File: config.mk
export PLATFORM = sky130hd
export DESIGN_NAME = mfp_irq_ctrl_flat
export DESIGN_NICKNAME = d
export VERILOG_FILES = /design/src/rtl/mfp_irq_ctrl_if.sv /design/src/rtl/mfp_irq_ctrl.sv /design/src/flat_wrapper.sv
export SDC_FILE = /design/constraint.sdc
export NUM_CORES = 1
export LEC_CHECK = 0
export BUFFER_PORTS_ARGS = -buffer_cell sky130_fd_sc_hd__buf_2
export CAP_MARGIN = 20
export CORE_ASPECT_RATIO = 1.1
export CORE_MARGIN = 2
export CORE_UTILIZATION = 51
export CTS_CLUSTER_SIZE = 30
export DETAILED_ROUTE_END_ITERATION = 10
export GPL_ROUTABILITY_DRIVEN = 0
export PLACE_DENSITY_LB_ADDON = 0.12
export SKIP_CTS_REPAIR_TIMING = 1
export SYNTH_ARGS = -nofsm -noshare
export SYNTH_HDL_FRONTEND = slang
export SYNTH_SLANG_ARGS = --single-unit
File: constraint.sdc
create_clock -name clk -period 6.4 [get_ports clk]
set_clock_uncertainty 0.1 [all_clocks]
set_input_delay 0.64 -clock clk [delete_from_list [all_inputs] [get_ports clk]]
set_output_delay 0.64 -clock clk [all_outputs]
set_load 0.05 [all_outputs]
File: src/rtl/mfp_irq_ctrl_if.sv
// CPU-side register/handshake bundle of the MFP interrupt controller.
// Master is the CPU interface logic; slave is the controller.
interface mfp_irq_ctrl_if #(
    parameter int unsigned CHANNELS = 16,
    parameter int unsigned CW       = $clog2(CHANNELS)
);
    logic [CHANNELS-1:0] enable;
    logic [CHANNELS-1:0] mask;
    logic [CHANNELS-1:0] clr_pend;
    logic [CHANNELS-1:0] clr_isr;
    logic                sei;
    logic                iack;
    logic                irq;
    logic [CW-1:0]       irq_num;
    logic [CHANNELS-1:0] ipr;
    logic [CHANNELS-1:0] isr;

    modport master (
        output enable, mask, clr_pend, clr_isr, sei, iack,
        input  irq, irq_num, ipr, isr
    );

    modport slave (
        input  enable, mask, clr_pend, clr_isr, sei, iack,
        output irq, irq_num, ipr, isr
    );
endinterface

File: src/rtl/mfp_irq_ctrl.sv
// N-channel MFP interrupt controller: edge detect, pending/in-service registers,
// priority encode with in-service blocking and acknowledge handshake.
module mfp_irq_ctrl #(
    parameter int unsigned CHANNELS = 16,
    parameter int unsigned CW       = $clog2(CHANNELS)
) (
    input  logic                clk,
    input  logic                reset,
    input  logic [CHANNELS-1:0] src,
    input  logic [CHANNELS-1:0] edge_pol,
    mfp_irq_ctrl_if.slave       bus
);
    logic [CHANNELS-1:0] src_d;
    logic                armed;
    logic [CHANNELS-1:0] ipr_q, ipr_d;
    logic [CHANNELS-1:0] isr_q, isr_d;
    logic [CHANNELS-1:0] edge_det;
    logic [CHANNELS-1:0] block;
    logic [CHANNELS-1:0] req;
    logic [CHANNELS-1:0] hit;
    logic [CW-1:0]       num;
    logic                any_req;

    // Edge detection stays off until src_d has captured a real sample after reset.
    assign edge_det = {CHANNELS{armed}} & (src_d ^ src) & ~(src ^ edge_pol);

    always_comb begin
        block = '0;
        if (bus.sei) begin
            // Channel j is blocked when any channel at or above j is in service.
            for (int j = 0; j < CHANNELS; j++) begin
                block[j] = |(isr_q >> j);
            end
        end
        req = ipr_q & bus.mask & ~block;
    end

    always_comb begin
        num = '0;
        for (int i = 0; i < CHANNELS; i++) begin
            if (req[i]) begin
                num = CW'(i);
            end
        end
        any_req = |req;
    end

    always_comb begin
        hit = '0;
        for (int i = 0; i < CHANNELS; i++) begin
            hit[i] = bus.iack && any_req && (num == CW'(i));
        end
    end

    always_comb begin
        ipr_d = ipr_q;
        isr_d = isr_q;
        for (int i = 0; i < CHANNELS; i++) begin
            // CPU clear beats a new edge, which beats the acknowledge clear.
            if (!bus.enable[i] || bus.clr_pend[i]) begin
                ipr_d[i] = 1'b0;
            end else if (edge_det[i]) begin
                ipr_d[i] = 1'b1;
            end else if (hit[i]) begin
                ipr_d[i] = 1'b0;
            end

            if (!bus.sei || bus.clr_isr[i]) begin
                isr_d[i] = 1'b0;
            end else if (hit[i]) begin
                isr_d[i] = 1'b1;
            end
        end
    end

    always_ff @(posedge clk or posedge reset) begin
        if (reset) begin
            src_d <= '0;
            armed <= 1'b0;
            ipr_q <= '0;
            isr_q <= '0;
        end else begin
            src_d <= src;
            armed <= 1'b1;
            ipr_q <= ipr_d;
            isr_q <= isr_d;
        end
    end

    assign bus.irq     = any_req;
    assign bus.irq_num = num;
    assign bus.ipr     = ipr_q;
    assign bus.isr     = isr_q;
endmodule

File: src/flat_wrapper.sv
// flat-port wrapper written by rule: the top's interface ports become plain ports
module mfp_irq_ctrl_flat 
#(
    parameter int unsigned CHANNELS = 16,
    parameter int unsigned CW       = $clog2(CHANNELS)
)
  (clk, reset, src, edge_pol, bus_enable, bus_mask, bus_clr_pend, bus_clr_isr, bus_sei, bus_iack, bus_irq, bus_irq_num, bus_ipr, bus_isr);
  mfp_irq_ctrl_if #(.CHANNELS(CHANNELS), .CW(CW)) bus_i ();
  input  logic clk;
  input  logic reset;
  input  logic [CHANNELS-1:0] src;
  input  logic [CHANNELS-1:0] edge_pol;
  input wire logic [$bits(bus_i.enable)-1:0] bus_enable;
  input wire logic [$bits(bus_i.mask)-1:0] bus_mask;
  input wire logic [$bits(bus_i.clr_pend)-1:0] bus_clr_pend;
  input wire logic [$bits(bus_i.clr_isr)-1:0] bus_clr_isr;
  input wire logic [$bits(bus_i.sei)-1:0] bus_sei;
  input wire logic [$bits(bus_i.iack)-1:0] bus_iack;
  output wire logic [$bits(bus_i.irq)-1:0] bus_irq;
  output wire logic [$bits(bus_i.irq_num)-1:0] bus_irq_num;
  output wire logic [$bits(bus_i.ipr)-1:0] bus_ipr;
  output wire logic [$bits(bus_i.isr)-1:0] bus_isr;
  assign bus_i.enable = bus_enable;
  assign bus_i.mask = bus_mask;
  assign bus_i.clr_pend = bus_clr_pend;
  assign bus_i.clr_isr = bus_clr_isr;
  assign bus_i.sei = bus_sei;
  assign bus_i.iack = bus_iack;
  assign bus_irq = bus_i.irq;
  assign bus_irq_num = bus_i.irq_num;
  assign bus_ipr = bus_i.ipr;
  assign bus_isr = bus_i.isr;
  mfp_irq_ctrl #(.CHANNELS(CHANNELS), .CW(CW)) u_core (.clk(clk), .reset(reset), .src(src), .edge_pol(edge_pol), .bus(bus_i));
endmodule
; ---- Word-level counts from Yosys, hierarchy flattened
; Cells that the tools add are included.
[totals]
regBits = 49
input_bits = 100
out_inout_bits = 37
elab_cells = 268
[classes]
n_eq_ne = 15
n_mux = 96
bitwise = 8
reduce_logical = 115
[op_table]
columns = cell, count
row1 = $mux 1, 81
row2 = $and 16x16->16, 4
row3 = $mux 4, 14
row4 = $reduce_bool 3->1, 16
row5 = $eq 4x4->1 const B, 8
row6 = $logic_or 1x1->1, 32
row7 = $not 16->16, 2
row8 = $reduce_bool 2->1, 16
row9 = $reduce_or 16->1, 2
row10 = $xor 16x16->16, 2
row11 = $logic_and 1x1->1, 17
row12 = $logic_not 1->1, 17
row13 = $eq 4x3->1 const B, 4
row14 = $mux 16, 1
row15 = $reduce_or 15->1, 1
row16 = $reduce_or 14->1, 1
row17 = $reduce_or 13->1, 1
row18 = $reduce_or 12->1, 1
row19 = $reduce_or 11->1, 1
row20 = $reduce_or 10->1, 1
row21 = $reduce_or 9->1, 1
row22 = $eq 4x2->1 const B, 2
row23 = $reduce_or 8->1, 1
row24 = $reduce_or 7->1, 1
row25 = other kinds (7), 7

; ---- Longest topological paths before layout
[depth]
word_depth = 24
mapped_depth = 9

; ---- Least setup slack after synthesis
; Ideal clock, no wire load.
[synth_path]
path_kind = register to output
from = register u_core.isr_q[14] (netlist: u_core.bus.isr[14])
to = output port bus_irq_num[0]
arrival_time_ps = 3606
slack_ps = 2054
path_stages_with_launch = 9
path_cell_list = dfrtp_1 -> or4_4 -> buf_6 -> or3_4 -> o31ai_4 -> a211oi_2 -> o31a_1 -> buf_6 -> o21ai_0
[synth_via]
elab_chain_cells = 19
[synth_lines]
columns = item, line
row1 = from (decl), mfp_irq_ctrl.sv:16  ; logic [CHANNELS-1:0] isr_q, isr_d;
row2 = from (signal assigned), mfp_irq_ctrl.sv:86  ; isr_q <= isr_d;
row3 = $reduce_or 15->1, mfp_irq_ctrl.sv:32  ; block[j] = |(isr_q >> j);
row4 = $mux 16 *, mfp_irq_ctrl.sv:29  ; if (bus.sei) begin
row5 = $not 16->16 *, mfp_irq_ctrl.sv:35  ; req = ipr_q & bus.mask & ~block;
row6 = $and 16x16->16 *, mfp_irq_ctrl.sv:35
row7 = $mux 1, mfp_irq_ctrl.sv:41  ; if (req[i]) begin
row8 = $mux 4 (12 in a row), mfp_irq_ctrl.sv:41
row9 = $mux 4 * (2 in a row), mfp_irq_ctrl.sv:41
row10 = to (decl), flat_wrapper.sv:20  ; output wire logic [$bits(bus_i.irq_num)-1:0] bus_irq_num;
; Mark *: on every way between the ends. The rest lies on a longest branch, timed or not.

; ---- Final worst setup path
[layout_path]
from = input port bus_sei
to = output port bus_irq_num[0]
[layout_via]
elab_chain_cells = 18
[layout_lines]
columns = item, line
row1 = from (decl), flat_wrapper.sv:17  ; input wire logic [$bits(bus_i.sei)-1:0] bus_sei;
row2 = $mux 16 *, mfp_irq_ctrl.sv:29
row3 = $not 16->16 *, mfp_irq_ctrl.sv:35
row4 = $and 16x16->16 *, mfp_irq_ctrl.sv:35
row5 = $mux 1, mfp_irq_ctrl.sv:41
row6 = $mux 4 (13 in a row), mfp_irq_ctrl.sv:41
row7 = $mux 4 *, mfp_irq_ctrl.sv:41
; Marked as above.

==> flow_summary_export.csv <==
group,metric,value,unit
run_status,run_status,"finished, final reports clean",
placement,io_buffers,136,
sta,hold_viol_final,0,
job,timing.max_cap.violations,0,
power_and_ir_drop,switching_power,0.000198,W
power_and_ir_drop,p_per_area,176,nW/um^2
floorplan,start_util,51.8,%
floorplan,dieArea,6410,um^2
drt,wl_per_cell,16.0,um
clock_network,clockRootBuffer,"clkbuf_8",
critical_path,cp-start-kind,"input pin",
power_and_ir_drop,combPwrFrac,20.2,%
synthesis,synth_flop_cell,"dfrtp_1",
synthesis,synthesis.nets,418,
drt,drtIter0Drc,197,
drt,dr.pass1.iters,5,
drt,ant_nets,0,
power_and_ir_drop,p_clk_share,30.7,%
floorplan,pin_count,137,
synthesis,yosys_warnings,0,
grt,grt_pass1_wl,13900,um
grt,grt_pass1_vias,3035,
placement,post-place-ws,2530,ps
final_layout,syn_to_final_growth,28.0,%
grt,grt-ovfl-total,0,
grt,grt_max_degree,50,
sta,slew_violations,0,
power_and_ir_drop,leakagePower,1.91,nW
sta,max_freq,251,MHz
floorplan,die_h,83.8,um
clock_network,numCtsBuffers,5,
drt,vias,3009,
drt,drc_errors,0,
placement,hpwlAfterDp,6470,um
critical_path,rrSetupSlack,2910,ps
final_layout,antenna_cells,0,
power_and_ir_drop,power,0.000663,W
critical_path,r2r-end,"u_core.bus.ipr[6]",
clock_network,tritoncts,"built",
critical_path,critPathMaxFanout,31,
power_and_ir_drop,internal_power,0.000466,W
clock_network,clk_pin_slew_worst_paths,90,ps
drt,drt-total-wl,8460,um
critical_path,r2r.worst_path.cells,7,
grt,grt_usage,26.9,%
critical_path,worstSetupPathType,"in2out",
sta,period_share,62.2,%
synthesis,async_flop_share,100,%
grt,grt_use_met2,45.2,%
grt,use_met1,34.3,%
synthesis,syn_inst,318,
sta,finalSetupViolCount,0,
power_and_ir_drop,seqPwrFrac,49.1,%
synthesis,synth_area,2950,um^2
grt,use_met3,6.06,%
floorplan,rows,29,
floorplan,coreArea,5700,um^2
floorplan,die_x,76.5,um
sta,finalCriticalPeriod,3980,ps
clock_network,cts.sinks,49,
sta,setup_tns,0,ps
sta,rsz0062_at_grt,"no",
power_and_ir_drop,ir_drop,0.0969,mV
sta,finalWorstSetupSlack,2420,ps
synthesis,synth_seq_cells,49,
hold_path,hp-class,"in2async",
synthesis,synth_edf_count,0,
critical_path,arrival,3240,ps
critical_path,worst_ep_required_time,5660,ps
grt,top_usage_layer,"met2",
final_layout,fin_util,66.3,%
sta,slew_headroom,27.9,%
critical_path,cp-end-kind,"primary output",
synthesis,synth_cell_types,60,
synthesis,avgSynthCellArea,9.28,um^2
clock_network,ctsLongestPathBuffers,2,
grt,grt_antenna_before_repair,0,
final_layout,drive_above_1_share,37.6,%
final_layout,nets,549,
synthesis,yosysSeqAreaShare,41.5,%
critical_path,regToRegStartpoint,"u_core.bus.isr[14]",
clock_network,cts.htree.levels,2,
drt,viasPerCell,5.71,
power_and_ir_drop,netSwitchingFraction,29.8,%
sta,worst_slew_pin_slew,1080,ps
clock_network,clk_latency,300,ps
## per-layer routing
metal,vias up,wire [um]
met1,1421,3590
met2,130,4110
met5,-,0
li1,1441,-
met4,0,192
met3,17,563
## stage by stage
stage	std cells	hold slack [ps]	cell area [um^2]
after floorplan	318	441	2950
after global placement	518	422	3660
final	527	272	3780
after detailed placement	518	426	3660
after CTS	526	350	3760
after global routing	527	309	3780
## Yosys cell counts, types with 7 or more instances
library cell	n	area [um^2]
clkbuf_1	10	37.5
nand3_1	16	80.1
nand2b_1	15	93.8
nand2_1	35	131
nor2b_1	8	50.1
inv_1	14	52.6
dfrtp_1	49	1230
a21oi_1	12	60.1
nor2_1	11	41.3
and2_1	7	43.8
nor3_1	7	35.0
nand3b_1	14	105
o21ai_0	27	135
## worst max-delay path by stage
stage,from,cells past startpoint,slack [ps],to
2_1_floorplan,u_core.bus.isr[14],8,2050,bus_irq_num[0]
3_3_place_gp,bus_sei,8,2590,bus_irq_num[0]
3_5_place_dp,bus_sei,8,2530,bus_irq_num[0]
4_1_cts,u_core.bus.isr[14],7,2470,bus_irq_num[0]
5_1_grt,bus_sei,8,2260,bus_irq_num[0]
6_report,bus_sei,8,2420,bus_irq_num[0]
## state kept, by name, summed over array words and instances, names as in the netlist
register,flops
u_core.bus.ipr,16
u_core.bus.isr,16
u_core.src_d,16
u_core.armed,1
## worst max-delay path, stage by stage
cell	delay [ps]
buf_2	450
clkinv_1	510
o2111ai_1	330
a221oi_1	110
a22oi_1	260
o31a_1	540
o21ai_0	140
buf_2	240
## cell families (layout without fill, tap and decap cells)
| logic type | after synthesis | after routing | synth area share, % |
|---|---|---|---|
| AND/OR/NAND/NOR | 141 | 141 | 27.9 |
| flip-flops | 49 | 49 | 41.5 |
| AO/OA/AOI/OAI | 99 | 99 | 26.1 |
| other | 1 | 1 | 0.127 |
| buffers and inverters | 28 | 160 | 4.32 |
## power groups by stage
stage	combinational [W]	sequential [W]	clock [W]
2_1_floorplan	0.0000707	0.000339	0
3_3_place_gp	0.000129	0.000331	0
3_5_place_dp	0.000132	0.000332	0
4_1_cts	0.000133	0.000326	0.000209
5_1_grt	0.000146	0.000327	0.000220
6_report	0.000134	0.000326	0.000204
## cells in the final DEF (no fill, tap or decap), types with 4 or more instances in the layout
cell,netlist,routed
buf_2,0,136
dfrtp_1,49,49
nand2_1,35,35
o21ai_0,27,27
nand3_1,16,16
nand2b_1,15,15
nand3b_1,14,14
inv_1,14,13
a21oi_1,12,12
nor2_1,11,11
nor2b_1,8,8
and2_1,7,7
nor3_1,7,7
clkbuf_8,0,7
o31ai_1,6,6
o211a_1,6,6
o41ai_1,5,5
a22oi_1,5,5
nor3b_1,5,5
o2111ai_1,4,4
a221oi_1,4,4
## cell type report
cell class,instances,area [um^2]
tap,77,96.3
sequential,49,1230
inverter,15,56.3
clock inverter,1,5.00
timing repair buffer,137,701
clock buffer,7,96.3
fill,524,1920
multi-input combinational,241,1600
Power figures use the tool's default switching activity.
